===== src/rtl/seq_1101_tx.sv =====
// seq_1101_tx
// Serial frame transmitter for the 1101 sequence-detector link.
// A frame request on `set` latches one byte. The block then drives one bit per
// clock on `out`: the sync word 1101 first, then the byte MSB first. A Moore
// 1101 detector downstream sees the sync word at the start of every frame.
//
// Ports
//   clk    in   system clock; all state changes on the rising edge
//   rst_n  in   asynchronous active-low reset
//   set    in   frame request, level-sampled, acted on only while idle
//   data   in   [7:0] payload byte, captured on the edge that accepts set
//   out    out  serial line, registered, idles at 0
//   busy   out  high while a frame is on the line
//   done   out  one-cycle pulse after the last bit of a frame
//
// Configuration
//   SEQ_1101_TX_PARITY_EN  when defined, an even-parity bit follows d0 and a
//                          frame is 13 bits long. Otherwise a frame is 12 bits.

module seq_1101_tx (
  input  logic       clk,
  input  logic       rst_n,
  input  logic       set,
  input  logic [7:0] data,
  output logic       out,
  output logic       busy,
  output logic       done
);

  // The sync word is sent from its MSB down, which gives the order 1,1,0,1.
  localparam logic [3:0] SYNC_WORD = 4'b1101;

`ifdef SEQ_1101_TX_PARITY_EN
  typedef enum logic [3:0] {
    IDLE = 4'b0001,
    SYNC = 4'b0010,
    DATA = 4'b0100,
    PAR  = 4'b1000
  } state_t;
`else
  typedef enum logic [2:0] {
    IDLE = 3'b001,
    SYNC = 3'b010,
    DATA = 3'b100
  } state_t;
`endif

  state_t      state_q, state_d;
  logic [2:0]  cnt_q, cnt_d;
  logic [7:0]  shift_q, shift_d;
  logic        out_q, out_d;
  logic        busy_q, busy_d;
  logic        done_q, done_d;
`ifdef SEQ_1101_TX_PARITY_EN
  logic        par_q, par_d;
`endif

  // Each state value names the bit that is on the line in the current cycle.
  // The outputs are therefore computed one edge ahead and registered, so no
  // input reaches an output combinationally. The counter holds the index of
  // the bit now on the line within its section. It restarts on every state
  // entry.
  always_comb begin
    state_d = state_q;
    cnt_d   = cnt_q;
    shift_d = shift_q;
    out_d   = 1'b0;
    busy_d  = 1'b0;
    done_d  = 1'b0;
`ifdef SEQ_1101_TX_PARITY_EN
    par_d   = par_q;
`endif

    case (state_q)
      IDLE: begin
        if (set) begin
          state_d = SYNC;
          cnt_d   = 3'd0;
          shift_d = data;
          out_d   = SYNC_WORD[3];
          busy_d  = 1'b1;
`ifdef SEQ_1101_TX_PARITY_EN
          par_d   = ^data;
`endif
        end
      end

      SYNC: begin
        busy_d = 1'b1;
        if (cnt_q == 3'd3) begin
          state_d = DATA;
          cnt_d   = 3'd0;
          out_d   = shift_q[7];
          shift_d = {shift_q[6:0], 1'b0};
        end else begin
          // The next sync bit is index cnt+1 counted from the MSB, which is
          // vector position 2-cnt.
          cnt_d = cnt_q + 3'd1;
          out_d = SYNC_WORD[2'd2 - cnt_q[1:0]];
        end
      end

      DATA: begin
        busy_d = 1'b1;
        if (cnt_q == 3'd7) begin
          cnt_d = 3'd0;
`ifdef SEQ_1101_TX_PARITY_EN
          state_d = PAR;
          out_d   = par_q;
`else
          state_d = IDLE;
          busy_d  = 1'b0;
          done_d  = 1'b1;
`endif
        end else begin
          cnt_d   = cnt_q + 3'd1;
          out_d   = shift_q[7];
          shift_d = {shift_q[6:0], 1'b0};
        end
      end

`ifdef SEQ_1101_TX_PARITY_EN
      PAR: begin
        state_d = IDLE;
        cnt_d   = 3'd0;
        done_d  = 1'b1;
      end
`endif

      default: begin
        state_d = IDLE;
        cnt_d   = 3'd0;
      end
    endcase
  end

  // State and output registers. An asynchronous reset drops the line at once
  // and discards any partial frame without a done pulse.
  always_ff @(posedge clk or negedge rst_n) begin
    if (!rst_n) begin
      state_q <= IDLE;
      cnt_q   <= 3'd0;
      shift_q <= 8'd0;
      out_q   <= 1'b0;
      busy_q  <= 1'b0;
      done_q  <= 1'b0;
`ifdef SEQ_1101_TX_PARITY_EN
      par_q   <= 1'b0;
`endif
    end else begin
      state_q <= state_d;
      cnt_q   <= cnt_d;
      shift_q <= shift_d;
      out_q   <= out_d;
      busy_q  <= busy_d;
      done_q  <= done_d;
`ifdef SEQ_1101_TX_PARITY_EN
      par_q   <= par_d;
`endif
    end
  end

  assign out  = out_q;
  assign busy = busy_q;
  assign done = done_q;

endmodule


===== config.mk =====
export PLATFORM = sky130hd
export DESIGN_NAME = seq_1101_tx
export DESIGN_NICKNAME = d
export VERILOG_FILES = /design/src/rtl/seq_1101_tx.sv
export SDC_FILE = /design/constraint.sdc
export NUM_CORES = 1
export LEC_CHECK = 0
export BUFFER_PORTS_ARGS = -buffer_cell sky130_fd_sc_hd__buf_2
export CAP_MARGIN = 20
export CELL_PAD_IN_SITES_DETAIL_PLACEMENT = 2
export CELL_PAD_IN_SITES_GLOBAL_PLACEMENT = 2
export CORE_AREA = 4 4 62 64
export CTS_CLUSTER_DIAMETER = 100
export CTS_CLUSTER_SIZE = 40
export DETAILED_ROUTE_END_ITERATION = 8
export DIE_AREA = 0 0 66 68
export PLACE_DENSITY = 0.75
export SYNTH_ARGS = -nofsm -noshare
export SYNTH_HDL_FRONTEND = slang
export SYNTH_SLANG_ARGS = --single-unit

===== constraint.sdc =====
create_clock -name clk -period 3.4 [get_ports clk]
set_clock_uncertainty 0.2 [all_clocks]
set_input_delay 0.68 -clock clk [delete_from_list [all_inputs] [get_ports clk]]
set_output_delay 0.68 -clock clk [all_outputs]
set_load 0.1 [all_outputs]

==> results.yml <==
critical_path:
  r2r_start: "cnt_q[0]"
  regToRegEndpoint: "shift_q[0]"
  endpoint_kind: "flop"
  cp-start-kind: "flop"
  regToRegSetupSlack_ns: 1.03
  critPathRequiredTime_ns: 3.43
  crit_path_start: "cnt_q[0]"
  cp.arrival_ns: 2.41
  crit_path_end: "shift_q[0]"
  rr_worst_depth: 5
  path_class: "flop to flop"
  crit_fanout: 8
drt:
  ant_nets: 0
  wl_per_cell_um: 15.9
  top_layer: "met4"
  wl_met3_um: 55
  via_per_inst: 4.99
  first_pass_iters: 4
  drt_iter0_drc: 28
  drc_errors: 0
  drt-total-wl_mm: 2.43
  met1_length_mm: 1.16
  vias: 764
  wl_met2_mm: 1.18
sta:
  slew_viol_final: 0
  relSlewSlack_pct: 52.8
  period_share_pct: 69.8
  tightest_slew_ns: 0.704
  max_freq_mhz: 421
  setup_slack_ns: 1.03
  setup_viol: 0
  min_period_ns: 2.37
  fin_tns_setup_ns: 0
  finalHoldViolCount: 0
  rsz0062_at_grt: "no"
synth:
  synth_area_um2: 948
  synth-seq-cells: 17
  synth_cells: 95
  synth_fp_nets: 111
  avgSynthCellArea_um2: 9.98
  seq_area_frac_synth_pct: 45.0
  synth_cell_types: 33
  ys_warn_count: 0
power:
  p_sw_share_pct: 46.2
  p_comb_share_pct: 39.9
  leakage_uw: 0.000431
  pwr_density_cell_nw_per_um2: 769
  p_sw_uw: 378
  p_seq_share_pct: 45.8
  pwr-share-clk_pct: 14.2
  irDropWorstVdd_v: 0.000135
  p_int_uw: 440
placement:
  dpl_cell_area_um2: 1040
  port_buffers: 13
  post-place-ws_ns: 1.02
  gp_congestion: 0.733
  hpwl_mm: 1.80
floorplanning:
  dieArea_um2: 4490
  initial_core_util_pct: 28.9
  die_width_um: 66
  die_height_um: 68
  num_io_pins: 14
  num_rows: 21
  core_area_um2: 3280
clocking:
  postCtsHoldBufs: 0
  cts_sinks: 17
  numCtsBuffers: 3
  cts_max_level: 1
  cts_tree: "yes"
  clkLatencyLatePin_ns: 0.30
  path_clk_slew_ns: 0.10
  cts_root_buffer: "clkbuf_4"
  cts_resized: 0
  postCtsSetupRepairBufs: 0
  clk_path_buf_depth: 2
global_routing:
  grt_max_degree: 24
  grt_util_all_layers_pct: 12.4
  gr-total-overflow: 0
  antenna_found_initial: 0
  grt_pass1_vias: 816
  grt_pass1_wl_mm: 4.10
layout:
  finalCoreUtilization_pct: 32.4
  seq_area_um2: 427
  areaGrowthSynthToFinish_pct: 12.1
  antenna_cells: 0
  drive_above_1_share_pct: 21.5
  fillCellCount: 384
  fin_area_um2: 1060
  multi_input_area_um2: 450
  nNetsFinal: 124
run_status:
  status: "finished, final reports clean"
min_path:
  hp-class: "primary input to async pin"
run:
  drv_cap: 0
==> state kept, by name, summed over array words and instances (netlist names) <==
signal	flops
busy	1
cnt_q	3
done	1
out	1
shift_q	8
state_q	3
==> critical path, cell delays in order, from the launching register on <==
cell and delay (ns):
dfrtp_1 0.42, ha_1 0.25, ha_1 0.23, nor4b_2 0.60, or3_1 0.38, mux2i_1 0.22
==> per-layer routing <==
layer | vias up | global-route usage [%]
met3 | 3 | 1.97
met2 | 11 | 19.5
met4 | 0 | 6.85
met5 | - | 0
met1 | 374 | 16.4
li1 | 376 | -
==> worst min path at each step <==
stage | to | startpoint | slack [ns]
after floorplan | busy | rst_n | 0.18
after global placement | out | shift_q[7] | 0.30
after detailed placement | out | shift_q[7] | 0.31
after CTS | shift_q[5] | rst_n | 0.09
after global routing | out | rst_n | 0.11
final | out | rst_n | 0.08
==> cell families (layout without fill, tap and decap cells) <==
logic type / Yosys count / in the layout / synth area share (%)
mux: 1 / 1 / 1.06
buf+inv: 13 / 25 / 7.52
simple gates: 32 / 32 / 21.8
flops: 17 / 17 / 45.0
compound gates: 25 / 25 / 16.2
xor+xnor: 2 / 2 / 1.85
fa+ha+maj: 5 / 5 / 6.60
==> cells in the mapped netlist, drive strengths merged <==
library cell | number | area (µm²)
o21ai | 9 | 45.0
mux2i | 1 | 10.0
or3b | 2 | 17.5
a31oi | 8 | 50.1
nor4 | 7 | 43.8
o22ai | 1 | 6.26
o2bb2ai | 2 | 17.5
nand3 | 7 | 35.0
nor2 | 2 | 7.51
dfstp | 1 | 26.3
buf | 5 | 41.3
dfrtp | 16 | 400
inv | 6 | 22.5
o32ai | 1 | 8.76
clkbuf | 2 | 7.51
xnor2 | 1 | 8.76
nand2b | 1 | 6.26
nand2 | 3 | 11.3
o21a | 1 | 7.51
nor4bb | 2 | 20.0
a21oi | 3 | 18.8
ha | 5 | 62.6
nor3b | 1 | 7.51
nand3b | 2 | 15.0
or2 | 1 | 6.26
xor2 | 1 | 8.76
nor4b | 2 | 23.8
or3 | 2 | 12.5
==> power by group through the flow <==
stage                     sequential (µW)  clock, µW  combinational (µW)
after floorplan                       398          0                 232
after global placement                374          0                 323
after detailed placement              381          0                 333
after CTS                             377        124                 335
after global routing                  391        132                 360
final                                 375        117                 327
==> cell type report <==
cell class | count | share of cell area [%]
Timing Repair Buffer | 15 | 7.53
Sequential cell | 17 | 40.1
Tap cell | 46 | 5.41
Multi-Input combinational cell | 65 | 42.4
Clock buffer | 4 | 2.47
Inverter | 6 | 2.12
==> through the flow <==
stage	hold slack (ns)	cells	total power [µW]
5_1_grt	0.106	153	883
6_report	0.0825	153	818
3_3_place_gp	0.300	149	697
4_1_cts	0.0930	153	836
3_5_place_dp	0.315	149	715
2_1_floorplan	0.184	95	631
==> cells in the final DEF, fill, tap and decap left out, types with 2 or more instances in the layout <==
| cell type | Yosys | final |
|---|---|---|
| nor4_1 | 7 | 7 |
| nand3b_1 | 2 | 2 |
| nand2_1 | 3 | 3 |
| nor4bb_1 | 2 | 2 |
| clkbuf_4 | 0 | 3 |
| nand3_1 | 7 | 7 |
| o2bb2ai_1 | 2 | 2 |
| a21oi_1 | 2 | 2 |
| o21ai_0 | 9 | 9 |
| a31oi_1 | 8 | 8 |
| nor2_1 | 2 | 2 |
| dfrtp_1 | 16 | 16 |
| or3_1 | 2 | 2 |
| inv_1 | 6 | 6 |
| buf_2 | 0 | 13 |
| ha_1 | 5 | 5 |
| buf_4 | 2 | 2 |
No activity file was read; power rests on OpenSTA's default activity.
